File: config.mk
export PLATFORM = sky130hd
export DESIGN_NAME = pipe_collision_tracker_flat
export DESIGN_NICKNAME = d
export VERILOG_FILES = /design/src/rtl/pipe_collision_tracker_if.sv /design/src/rtl/pipe_collision_tracker.sv /design/src/flat_wrapper.sv
export SDC_FILE = /design/constraint.sdc
export NUM_CORES = 1
export LEC_CHECK = 0
export CAP_MARGIN = 40
export CORE_MARGIN = 5
export CORE_UTILIZATION = 35
export DETAILED_ROUTE_END_ITERATION = 8
export GPL_ROUTABILITY_DRIVEN = 0
export PLACE_DENSITY = 0.58
export SLEW_MARGIN = 20
export SYNTH_ARGS = -nofsm -noshare
export SYNTH_HDL_FRONTEND = slang
export SYNTH_SLANG_ARGS = --single-unit
File: constraint.sdc
create_clock -name game_clk -period 4.15 [get_ports game_clk]
set_input_delay 0.415 -clock game_clk [delete_from_list [all_inputs] [get_ports game_clk]]
set_output_delay 0.415 -clock game_clk [all_outputs]
set_load 0.05 [all_outputs]
File: src/rtl/pipe_collision_tracker_if.sv
// Game-level signals between the box/input logic and the pipe/collision tracker.
// master drives tick/start/box_y; slave (the tracker) drives the game outputs.
interface pipe_collision_tracker_if #(
    parameter int SCORE_W = 8
);
    logic               tick;
    logic               start;
    logic [6:0]         box_y;
    logic [7:0]         pipe_x;
    logic [6:0]         gap_top;
    logic [SCORE_W-1:0] score;
    logic [1:0]         state;
    logic               game_over;
    logic [SCORE_W-1:0] high_score;

    modport master (
        output tick, start, box_y,
        input  pipe_x, gap_top, score, state, game_over, high_score
    );

    modport slave (
        input  tick, start, box_y,
        output pipe_x, gap_top, score, state, game_over, high_score
    );
endinterface

File: src/rtl/pipe_collision_tracker.sv
// Scrolls one pipe, picks LFSR gap heights, detects box hits, counts score, runs IDLE/RUN/DEAD.
// All outputs registered; HIGH_SCORE_EN adds a best-score register latched on entry to DEAD.
module pipe_collision_tracker #(
    parameter int SCREEN_W = 160,
    parameter int Y_MAX    = 119,
    parameter int BOX_X    = 20,
    parameter int BOX_SIZE = 4,
    parameter int PIPE_W   = 8,
    parameter int GAP_H    = 30,
    parameter int GAP_MIN  = 10,
    parameter int SCORE_W  = 8
) (
    input  logic                     game_clk,
    input  logic                     reset,
    pipe_collision_tracker_if.slave  bus
);
    typedef enum logic [1:0] {
        IDLE = 2'd0,
        RUN  = 2'd1,
        DEAD = 2'd2
    } state_t;

    localparam logic [7:0] PIPE_START = 8'(SCREEN_W - 1);
    localparam logic [7:0] SCORE_X    = 8'(BOX_X - PIPE_W);
    localparam logic [6:0] GAP_RESET  = 7'd40;
    localparam logic [6:0] LFSR_SEED  = 7'h5A;

    state_t             state_q;
    logic [7:0]         pipe_x_q;
    logic [6:0]         gap_top_q;
    logic [SCORE_W-1:0] score_q;
    logic               game_over_q;
    logic [6:0]         lfsr_q;

    // x^7 + x^6 + 1, shifting left with feedback into bit 0
    logic [6:0] lfsr_nxt;
    assign lfsr_nxt = {lfsr_q[5:0], lfsr_q[6] ^ lfsr_q[5]};

    logic [6:0] gap_nxt;
    assign gap_nxt = 7'(GAP_MIN) + {1'b0, lfsr_q[5:0]};

    // 9-bit operands so box_y near 127 and gap bottoms cannot wrap
    logic [8:0] by9, px9, gt9;
    logic       ceil_hit, floor_hit, h_ovl, v_miss, hit;
    assign by9 = {2'b00, bus.box_y};
    assign px9 = {1'b0, pipe_x_q};
    assign gt9 = {2'b00, gap_top_q};

    assign ceil_hit  = (by9 == 9'd0);
    assign floor_hit = (by9 + 9'(BOX_SIZE - 1)) > 9'(Y_MAX);
    assign h_ovl     = (px9 <= 9'(BOX_X + BOX_SIZE - 1)) &&
                       ((px9 + 9'(PIPE_W - 1)) >= 9'(BOX_X));
    assign v_miss    = (by9 < gt9) ||
                       ((by9 + 9'(BOX_SIZE - 1)) > (gt9 + 9'(GAP_H - 1)));
    assign hit       = ceil_hit || floor_hit || (h_ovl && v_miss);

    always_ff @(posedge game_clk) begin
        if (reset) begin
            state_q     <= IDLE;
            pipe_x_q    <= PIPE_START;
            gap_top_q   <= GAP_RESET;
            score_q     <= '0;
            game_over_q <= 1'b0;
            lfsr_q      <= LFSR_SEED;
        end else begin
            lfsr_q <= lfsr_nxt;
            case (state_q)
                IDLE: begin
                    if (bus.start) state_q <= RUN;
                end
                RUN: begin
                    // a hit freezes the field, so it also suppresses this cycle's score
                    if (hit) begin
                        state_q     <= DEAD;
                        game_over_q <= 1'b1;
                    end else if (bus.tick) begin
                        if (pipe_x_q == 8'd0) begin
                            pipe_x_q  <= PIPE_START;
                            gap_top_q <= gap_nxt;
                        end else begin
                            pipe_x_q <= pipe_x_q - 8'd1;
                        end
                        if (pipe_x_q == SCORE_X && score_q != '1)
                            score_q <= score_q + 1'b1;
                    end
                end
                DEAD: begin
                    if (bus.start) begin
                        state_q     <= IDLE;
                        pipe_x_q    <= PIPE_START;
                        gap_top_q   <= GAP_RESET;
                        score_q     <= '0;
                        game_over_q <= 1'b0;
                    end
                end
                default: begin
                    state_q     <= IDLE;
                    game_over_q <= 1'b0;
                end
            endcase
        end
    end

    assign bus.pipe_x    = pipe_x_q;
    assign bus.gap_top   = gap_top_q;
    assign bus.score     = score_q;
    assign bus.state     = state_q;
    assign bus.game_over = game_over_q;

`ifdef HIGH_SCORE_EN
    logic [SCORE_W-1:0] high_q;
    always_ff @(posedge game_clk) begin
        if (reset)
            high_q <= '0;
        else if (state_q == RUN && hit && score_q > high_q)
            high_q <= score_q;
    end
    assign bus.high_score = high_q;
`else
    assign bus.high_score = '0;
`endif
endmodule

File: src/flat_wrapper.sv
// flat-port wrapper written by rule: the top's interface ports become plain ports
module pipe_collision_tracker_flat 
#(
    parameter int SCREEN_W = 160,
    parameter int Y_MAX    = 119,
    parameter int BOX_X    = 20,
    parameter int BOX_SIZE = 4,
    parameter int PIPE_W   = 8,
    parameter int GAP_H    = 30,
    parameter int GAP_MIN  = 10,
    parameter int SCORE_W  = 8
)
  (game_clk, reset, bus_tick, bus_start, bus_box_y, bus_pipe_x, bus_gap_top, bus_score, bus_state, bus_game_over, bus_high_score);
  pipe_collision_tracker_if #(.SCORE_W(SCORE_W)) bus_i ();
  input  logic game_clk;
  input  logic reset;
  input wire logic [$bits(bus_i.tick)-1:0] bus_tick;
  input wire logic [$bits(bus_i.start)-1:0] bus_start;
  input wire logic [$bits(bus_i.box_y)-1:0] bus_box_y;
  output wire logic [$bits(bus_i.pipe_x)-1:0] bus_pipe_x;
  output wire logic [$bits(bus_i.gap_top)-1:0] bus_gap_top;
  output wire logic [$bits(bus_i.score)-1:0] bus_score;
  output wire logic [$bits(bus_i.state)-1:0] bus_state;
  output wire logic [$bits(bus_i.game_over)-1:0] bus_game_over;
  output wire logic [$bits(bus_i.high_score)-1:0] bus_high_score;
  assign bus_i.tick = bus_tick;
  assign bus_i.start = bus_start;
  assign bus_i.box_y = bus_box_y;
  assign bus_pipe_x = bus_i.pipe_x;
  assign bus_gap_top = bus_i.gap_top;
  assign bus_score = bus_i.score;
  assign bus_state = bus_i.state;
  assign bus_game_over = bus_i.game_over;
  assign bus_high_score = bus_i.high_score;
  pipe_collision_tracker #(.SCREEN_W(SCREEN_W), .Y_MAX(Y_MAX), .BOX_X(BOX_X), .BOX_SIZE(BOX_SIZE), .PIPE_W(PIPE_W), .GAP_H(GAP_H), .GAP_MIN(GAP_MIN), .SCORE_W(SCORE_W)) u_core (.game_clk(game_clk), .reset(reset), .bus(bus_i));
endmodule
# After elaboration in Yosys (flattened, before gate mapping)

Cells that the tools add are included.

$add $sub $neg: 6
Magnitude comparators: 5
Equality and inequality tests: 11
Muxes and demuxes: 22
Bitwise logic cells: 2
Reduce and logical (&&, ||, !) cells: 15

Operator list:

| kind                  | count |
|---|---|
| $mux W8               | 8 |
| $pmux W8 S2           | 2 |
| $mux W7               | 4 |
| $pmux W7 S2           | 1 |
| $reduce_and A5 Y1     | 2 |
| $add A8 B3 Y9 const B | 1 |
| $ge A9 B5 Y1 const B  | 1 |
| $gt A9 B7 Y1 const B  | 1 |
| $gt A9 B9 Y1          | 1 |
| $logic_not A9 Y1      | 1 |
| $add A7 B2 Y8 const B | 1 |
| $add A7 B5 Y8 const B | 1 |
| $add A8 B1 Y8 const B | 1 |
| $eq A8 B4 Y1 const B  | 1 |
| $le A8 B5 Y1 const B  | 1 |
| $logic_not A8 Y1      | 1 |
| $ne A2 B2 Y1 const B  | 4 |
| $ne A8 B8 Y1 const B  | 1 |
| $sub A8 B1 Y8 const B | 1 |
| $add A4 B6 Y7 const A | 1 |
| $lt A7 B7 Y1          | 1 |
| $mux W2               | 3 |
| $ne A2 B1 Y1 const B  | 3 |
| $pmux W2 S3           | 1 |
| 12 further kinds      | 18 |

Register bits after elaboration: 33
Input port bits: 11
Word-level logic and storage cells: 67

# Depth between registers and ports, before layout

Gate-level depths: netlist (run 1).

Depth after elaboration: 7
Depth in mapped cells: 14
Gate-level depth less buffers: 13

# Least setup slack after synthesis (run 1)

OpenSTA, ideal clock, no wires.

Path type: reg2reg
Start point: register u_core.gap_top_q[0] (netlist: u_core.bus.gap_top[0])
End point: register u_core.pipe_x_q[6] (netlist: u_core.bus.pipe_x[6])
Data arrival time: 3189 ps
Required time: 4087 ps
Setup slack: 898 ps
Stages on the path, launching flop included: 15
Buffers on the path: 1
Clock period less this slack: 3252 ps
Cell sequence: dfxtp_1 -> ha_1 -> nor3_1 -> a21o_1 -> xnor2_1 -> ha_1 -> a211oi_1 -> o21ai_1 -> nor2_1 -> o32a_1 -> o211a_4 -> nand3_2 -> buf_6 -> or4_1 -> nand3_1

Cells in the longest elaborated chain, start to end: 7

RTL lines:

| element                                | RTL line                     | RTL |
|---|---|---|
| start: declaration                     | pipe_collision_tracker.sv:30 | `logic [6:0] gap_top_q;` |
| start signal: assignment               | pipe_collision_tracker.sv:79 | `gap_top_q <= gap_nxt;` |
| $add A7 B5 Y8                          | pipe_collision_tracker.sv:54 | `((by9 + 9'(BOX_SIZE - 1)) > (gt9 + 9'(GAP_H - 1)));` |
| $gt A9 B9 Y1                           | pipe_collision_tracker.sv:54 |  |
| $logic_or A1 B1 Y1 (*)                 | pipe_collision_tracker.sv:53 | `assign v_miss = (by9 < gt9) \|\|` |
| $logic_and A1 B1 Y1 (*)                | pipe_collision_tracker.sv:55 | `assign hit = ceil_hit \|\| floor_hit \|\| (h_ovl && v_miss);` |
| $logic_or A1 B1 Y1 (*)                 | pipe_collision_tracker.sv:55 |  |
| $ne A2 B2 Y1 (no source line) (*)      | -                            |  |
| $reduce_and A4 Y1 (no source line) (*) | -                            |  |
| end signal: assignment                 | pipe_collision_tracker.sv:81 | `pipe_x_q <= pipe_x_q - 8'd1;` |
| end: declaration                       | pipe_collision_tracker.sv:29 | `logic [7:0] pipe_x_q;` |

Every way passes the cells marked *; elsewhere a longest branch is shown, timed or not.
A chain may end at the register's enable or synchronous reset.

# Worst setup path after layout (run 1)

Start point: input port bus_box_y[0]
End point: register u_core.score_q[7] (netlist: u_core.bus.score[7])

Cells in the longest elaborated chain, start to end: 7

RTL lines:

| element                                | RTL line                                                   | RTL |
|---|---|---|
| start: declaration                     | flat_wrapper.sv:19                                         | `input wire logic [$bits(bus_i.box_y)-1:0] bus_box_y;` |
| $add A7 B2 Y8                          | pipe_collision_tracker.sv:50, pipe_collision_tracker.sv:54 |  |
| $gt A9 B9 Y1                           | pipe_collision_tracker.sv:54                               |  |
| $logic_or A1 B1 Y1                     | pipe_collision_tracker.sv:53                               |  |
| $logic_and A1 B1 Y1                    | pipe_collision_tracker.sv:55                               |  |
| $logic_or A1 B1 Y1 (*)                 | pipe_collision_tracker.sv:55                               |  |
| $ne A2 B2 Y1 (no source line) (*)      | -                                                          |  |
| $reduce_and A5 Y1 (no source line) (*) | -                                                          |  |
| end signal: assignment                 | pipe_collision_tracker.sv:84                               | `score_q <= score_q + 1'b1;` |
| end: declaration                       | pipe_collision_tracker.sv:31                               | `logic [SCORE_W-1:0] score_q;` |

Marked as above.

==> summary.md, run 1 <==
| Metric | Value |
|---|---|
| Netlist area before placement | `0.002215 sq mm` |
| R2R Path Start | `u_core.bus.gap_top[0]$_SDFFE_PP0P_` |
| Nets | `around 330` |
| Hold Crit Class | `flip-flop to flip-flop` |
| Worst Setup SP | `bus_box_y[0]` |
| Worst-path clk slew | `around 70 ps` |
| Finished Cell Area | `0.002693 sq mm` |
| Wirelength per Cell | `between 10 and 15 microns` |
| Initial antenna violation count | `0` |
| YS warnings | `0` |
| Cell count after synthesis | `approximately 260` |
| Port Buffers | `36` |
| Max-cap violation count | `0` |
| Final setup fails | `0` |
| CTS tree | `yes` |
| Setup WS post-layout | `522.4 ps` |
| Most frequent cells in the layout | `36 x clkdlybuf4s50_1, 33 x dfxtp_1, 22 x ha_1` |
| CP max-delay cell | `clkdlybuf4s50_1` |
| M1 GR Usage | `19.39%` |
| CP Cell Sequence | `clkdlybuf4s50_1, inv_1, ha_1, nor2_1, xor2_1, ha_1, a211oi_1, o21ai_1, nor2_1, o32a_1, o211a_4, nand3_2, or3_1, o31ai_1` |
| GR Util met2 | `between 20% and 30%` |
| Max Freq | `~280 MHz` |
| Met3 GRT Util | `between 2 and 2.5%` |
| Sink Count | `33` |
| Distinct cells, synth | `53` |
| Critical path class | `primary input to flip-flop` |
| CP Data Arrival Time | `approximately 3800 ps` |
| Number of gates resized after cts | `0` |
| Post-DP HPWL | `between 4000 and 5000 microns` |
| First-pass GRT wire length | `8652 microns` |
| Most Used Layer, Global Route | `met2` |
| Total power per unit cell area | `296.1 mW/mm^2` |
| Htree depth | `2` |
| CTS max path bufs | `2` |
| Largest net degree at the start of global routing | `19` |
| Synthesis-stage register bit count | `33` |
| Post-CTS Setup Bufs | `0` |
| Grt ovf | `0` |
| Worst-Margin Slew | `about 670 ps` |
| Post-CTS Hold Buffers | `0` |
| Via density | `5.135` |
| Lkg Pwr | `about 1.1 nW` |
| Core box area | `0.006241 sq mm` |
| Worst Setup Start Kind | `primary input` |
| RSZ-0062 raised after global routing | `false` |
| Initial Util | `35.49%` |
| I/O pin count | `45` |
| Hold WS | `roughly 460 ps` |
| DR vias | `about 1,900` |
| Layout area overhead | `21.58%` |
| Ant diodes | `0` |
| Final wirelength | `around 5200 microns` |
| Die area | `0.008018 sq mm` |
| Hold Vio Cnt, Final | `0` |
| Post-DP Area | `0.002606 sq mm` |
| Period Utilization, post-route | `87.41%` |
| Top delay family on crit path | `simple AND/OR/NAND/NOR gates` |
| Number of global-route vias before repair | `1,815` |
| VDD IR max | `~0.19 mV` |
| Worst slew margin | `between 50% and 60%` |
| ANT nets after route | `0` |
| Pre-CTS WS | `roughly 250 ps` |
| Worst hold start | `u_core.lfsr_q[0]$_SDFF_PP0_` |
| CP endpoint kind | `flip-flop` |
| Post-synthesis area per instance | `approximately 8.6 sq um` |
| Pins Over Slew Limit | `0` |
| Status | `finished, final reports clean` |
| First-pass detailed-route iteration total | `4` |
| Die Ht | `roughly 90 microns` |
| Most common cell after layout, fill and taps aside | `clkdlybuf4s50_1` |
| Register area share after synthesis | `between 20 and 30%` |
| Iteration-0 DRC Markers | `73` |
| WP data required | `4340 ps` |
| CP bufs+invs | `2` |
| DRC | `0` |
| Share of layout cells above drive strength 1 | `6.803%` |
| Synth async-reset ratio | `0%` |
| Crit path time final | `around 3600 ps` |
| Chip width | `around 90 microns` |
| Worst-path fanout max | `12` |
| Clock Latency Late Sink | `roughly 280 ps` |
| Main synth FF type | `dfxtp_1` |
| Setup TNS | `0 ps` |
| Total GRT Usage | `between 10 and 15%` |
| # rows | `29` |
| Clock root cell | `clkbuf_8` |
| Largest stage delay, worst path | `560 ps` |
| CTS buffer count | `5` |
| EDFF count, synth | `0` |
| Final Skew | `about 6.0 ps` |
-- worst paths after layout --
check / end / slack, ps / depth (start not counted)
setup / recovery: u_core.bus.score[7]$_SDFFE_PP0P_ / 520 / 14
hold / removal: u_core.lfsr_q[1]$_SDFF_PP1_ / 460 / 1
setup reg to reg: u_core.bus.score[7]$_SDFFE_PP0P_ / 760 / 13
hold reg to reg: u_core.lfsr_q[1]$_SDFF_PP1_ / 460 / 1
-- final cells by class --
| type | instances | area, sq um |
|---|---|---|
| Sequential cell | 33 | 660.6 |
| Multi-Input combinational cell | 198 | 1410 |
| Fill cell | 656 | 3548 |
| Tap cell | 77 | 96.34 |
| Timing Repair Buffer | 37 | 367.9 |
| Clock buffer | 7 | 86.33 |
| Inverter | 19 | 71.32 |
-- where the power goes --
group / internal (mW) / switching (mW) / leakage, nW
Clock: 0.132 / 0.110 / 0.0443
Sequential: 0.331 / 0.0182 / 0.270
Combinational: 0.0794 / 0.127 / 0.765
Total: 0.542 / 0.255 / 1.08
-- registers in the layout, indices dropped and copies added (netlist names) --
signal                cells
u_core.bus.score          8
u_core.bus.gap_top        7
u_core.bus.pipe_x         8
u_core.bus.game_over      1
u_core.bus.state          2
u_core.lfsr_q             7
-- per-layer routing --
| layer | vias up | routed length [microns] |
|---|---|---|
| met3 | 5 | 235 |
| met4 | 0 | 68 |
| met5 | - | 0 |
| met2 | 43 | 2364 |
| met1 | 863 | 2493 |
| li1 | 994 | - |
-- cell families after synthesis --
family                   synth area share, %
AO/OA/AOI/OAI                          22.32
XOR/XNOR                               6.723
adder cells (fa/ha/maj)                12.43
buffers and inverters                  7.683
flip-flops                             29.83
multiplexers                          0.9040
other                                 0.1693
AND/OR/NAND/NOR                        19.94
-- through the flow --
step | total power [mW] | utilization (%) | cells
after floorplan | 0.5129 | - | 264
after detailed placement | 0.5639 | 41.76 | 364
after global placement | 0.5613 | 41.76 | 364
after global routing | 0.8455 | 43.14 | 371
after CTS | 0.8071 | 43.14 | 371
final | 0.7973 | 43.14 | 371
-- synth_stat cells, drive strengths merged, types with 5 or more instances --
cell type	instances	share of area [%]
a21oi	14	3.2
o21ai	12	2.9
nor2	15	2.5
nand2	15	2.5
nand3	11	2.7
dfxtp	33	30
o31ai	10	3.4
or2	6	1.7
xor2	8	3.2
a22o	5	2.0
ha	22	12
inv	19	3.2
nor3	5	1.1
buf	11	4.0
and3	5	1.4
xnor2	9	3.6
(Power assumes the default switching activity.)
==> run 2: changes to the inputs <==
- CORE_MARGIN: 5 -> 3
- CTS_CLUSTER_DIAMETER: unset -> 200
==> run 2 against run 1 <==
Net effect: via count rose by 0.10%; critical path depth is the same; die area down 8.7%; largest power group unchanged.
==> summary.md, run 2 (synthesis results as in run 1) <==
| Metric | Value |
|---|---|
| Status | `finished, final reports clean` |
| Comb power frac | `26.3% (+0.4 points)` |
| Flop2flop setup slack | `780 ps (+20 ps)` |
| Initial antenna violation count | `0 (unchanged)` |
| Clock root cell | `clkbuf_8` |
| Final Skew | `11.56 ps (+5.546 ps)` |
| Core box area | `0.006026 sq mm (-3.4%)` |
| Post-CTS Setup Bufs | `0 (unchanged)` |
| Hold WS | `444.8 ps (-11.55 ps)` |
| Number of gates resized after cts | `0 (unchanged)` |
| Max Freq | `274.1 MHz (-0.58%)` |
| CP endpoint kind | `flip-flop` |
| Chip width | `85.55 microns (-4.5%)` |
| First-pass detailed-route iteration total | `4 (unchanged)` |
| Post-CTS Hold Buffers | `0 (unchanged)` |
| Total GRT Usage | `14.01% (+0.45 points)` |
| Crit path time final | `3649 ps (+21.26 ps)` |
| Worst hold endpoint | `u_core.lfsr_q[1]$_SDFF_PP1_` |
| Post-DP HPWL | `3898 microns (-5.1%)` |
| Worst slew margin | `57.85% (+2.3 points)` |
| Hold Crit Class | `flip-flop to flip-flop` |
| Setup TNS | `0 ps (unchanged)` |
| Clock power frac | `29.0% (-1.3 points)` |
| Reg2reg path depth | `13 (unchanged)` |
| Finished Cell Area | `0.002686 sq mm (-0.23%)` |
| Die area | `0.007318 sq mm (-8.7%)` |
| Worst-path clk slew | `70 ps (about the same)` |
| Fin util | `44.58% (+1.4 points)` |
| Wirelength per Cell | `13.36 microns (-3.9%)` |
| Most common cell after layout, fill and taps aside | `clkdlybuf4s50_1` |
| Register area | `660.6 sq um (unchanged)` |
| CTS buffer count | `5 (unchanged)` |
| Reg2reg end | `u_core.bus.score[5]$_SDFFE_PP0P_` |
| Nets | `327 (unchanged)` |
| Final wirelength | `4945 microns (-4.2%)` |
| Largest net degree at the start of global routing | `19 (unchanged)` |
| Worst Setup Start Kind | `primary input` |
| Worst hold start | `u_core.lfsr_q[0]$_SDFF_PP0_` |
| Period Utilization, post-route | `87.92% (+0.51 points)` |
| Post-DP Area | `0.002604 sq mm (about the same)` |
| Internal | `526.0 uW (-2.9%)` |
| Setup WS post-layout | `501.1 ps (-21.26 ps)` |
| Sink Count | `33 (unchanged)` |
| Number of global-route vias before repair | `1,797 (-0.99%)` |
| Worst-Margin Slew | `630.3 ps (-34.79 ps)` |
| # rows | `28 (-3.4%)` |
| DR vias | `1,907 (+0.10%)` |
| Sw Share | `32.59% (+0.54 points)` |
| Max-cap violation count | `0 (unchanged)` |
| Area taken by multi-input logic gates | `0.001410 sq mm (unchanged)` |
| CTS max path bufs | `2 (unchanged)` |
| Pre-CTS WS | `257.6 ps (+10.13 ps)` |
| DRC | `0 (unchanged)` |
| Worst-path fanout max | `12 (unchanged)` |
| Lkg Pwr | `1.080 nW (about the same)` |
| Psw | `254.3 uW (-0.47%)` |
| First-pass GRT wire length | `8480 microns (-2.0%)` |
| RSZ-0062 raised after global routing | `false` |
| CP Data Arrival Time | `3840 ps (+20 ps)` |
| Via density | `5.154 (+0.38%)` |
| Final setup fails | `0 (unchanged)` |
| Clock Latency Late Sink | `280 ps (about the same)` |
| Grt ovf | `0 (unchanged)` |
| Share of layout cells above drive strength 1 | `7.119% (+0.32 points)` |
| Sequential Power Share | `44.8% (+1.0 points)` |
| Total power per unit cell area | `290.5 mW/mm^2 (-1.9%)` |
| VDD IR max | `0.1746 mV (-8.3%)` |
| Htree depth | `2 (unchanged)` |
| Most frequent cells in the layout | `36 x clkdlybuf4s50_1, 33 x dfxtp_1, 22 x ha_1` |
| WP data required | `4340 ps (about the same)` |
| ANT nets after route | `0 (unchanged)` |
| I/O pin count | `45 (unchanged)` |
| Pins Over Slew Limit | `0 (unchanged)` |
| Port Buffers | `36 (unchanged)` |
| Filler cell count | `599 (-8.7%)` |
| Critical path class | `primary input to flip-flop` |
| DP Cell Count | `362 (-0.55%)` |
| Hold Vio Cnt, Final | `0 (unchanged)` |
| CTS tree | `yes` |
| Tot Pwr | `780.3 uW (-2.1%)` |
| Cells on Worst Hold Path | `1 (unchanged)` |
| Ant diodes | `0 (unchanged)` |
| R2R Path Start | `u_core.bus.gap_top[0]$_SDFFE_PP0P_` |
| Die Ht | `85.55 microns (-4.5%)` |
| Layout area overhead | `21.30%` |
| Post-Layout Cell Count | `370 (-0.27%)` |
| Initial Util | `36.75% (+1.3 points)` |
| Iteration-0 DRC Markers | `84 (+15%)` |
==> run 2: critical path, stage by stage <==
cell and delay (ps):
clkdlybuf4s50_1 560, inv_1 110, ha_1 250, nor2_1 140, xor2_1 250, ha_1 300
a211oi_1 230, o21ai_1 90, nor2_1 90, o32a_1 170, o211a_4 220, nand3_2 250
or3_1 510, o31ai_1 240
==> run 2: worst max-delay path by stage <==
stage,start,end,depth (start not counted)
after floorplan,u_core.bus.gap_top[0]$_SDFFE_PP0P_,u_core.bus.pipe_x[6]$_SDFFE_PP0P_,14
after global placement,bus_box_y[0],u_core.bus.score[5]$_SDFFE_PP0P_,14
after detailed placement,bus_box_y[0],u_core.bus.score[7]$_SDFFE_PP0P_,14
after CTS,bus_box_y[0],u_core.bus.score[5]$_SDFFE_PP0P_,14
after global routing,bus_box_y[0],u_core.bus.score[5]$_SDFFE_PP0P_,14
final,bus_box_y[0],u_core.bus.score[5]$_SDFFE_PP0P_,14
==> run 2: final cells by class <==
type	instances	share of cell area (%)
clock buffers	6	2.701
well taps	75	3.493
clock inverters	2	0.3726
repair buffers	37	13.69
flip-flops and latches	33	24.59
multi-input cells	198	52.49
inverters	19	2.655
==> run 2: layer usage <==
layer  GRT usage [%]  part of all wire (%)
met1           19.29                    51
met2           21.96                    44
met3           2.882                   4.2
met4           4.460                   1.4
met5               0                     0
==> run 2: power by group through the flow <==
stage          sequential (mW)  clock (mW)  combinational [mW]
2_1_floorplan            0.381           0               0.132
4_1_cts                  0.350       0.235               0.205
3_3_place_gp             0.357           0               0.204
3_5_place_dp             0.357           0               0.205
5_1_grt                  0.352       0.245               0.225
6_report                 0.349       0.226               0.205
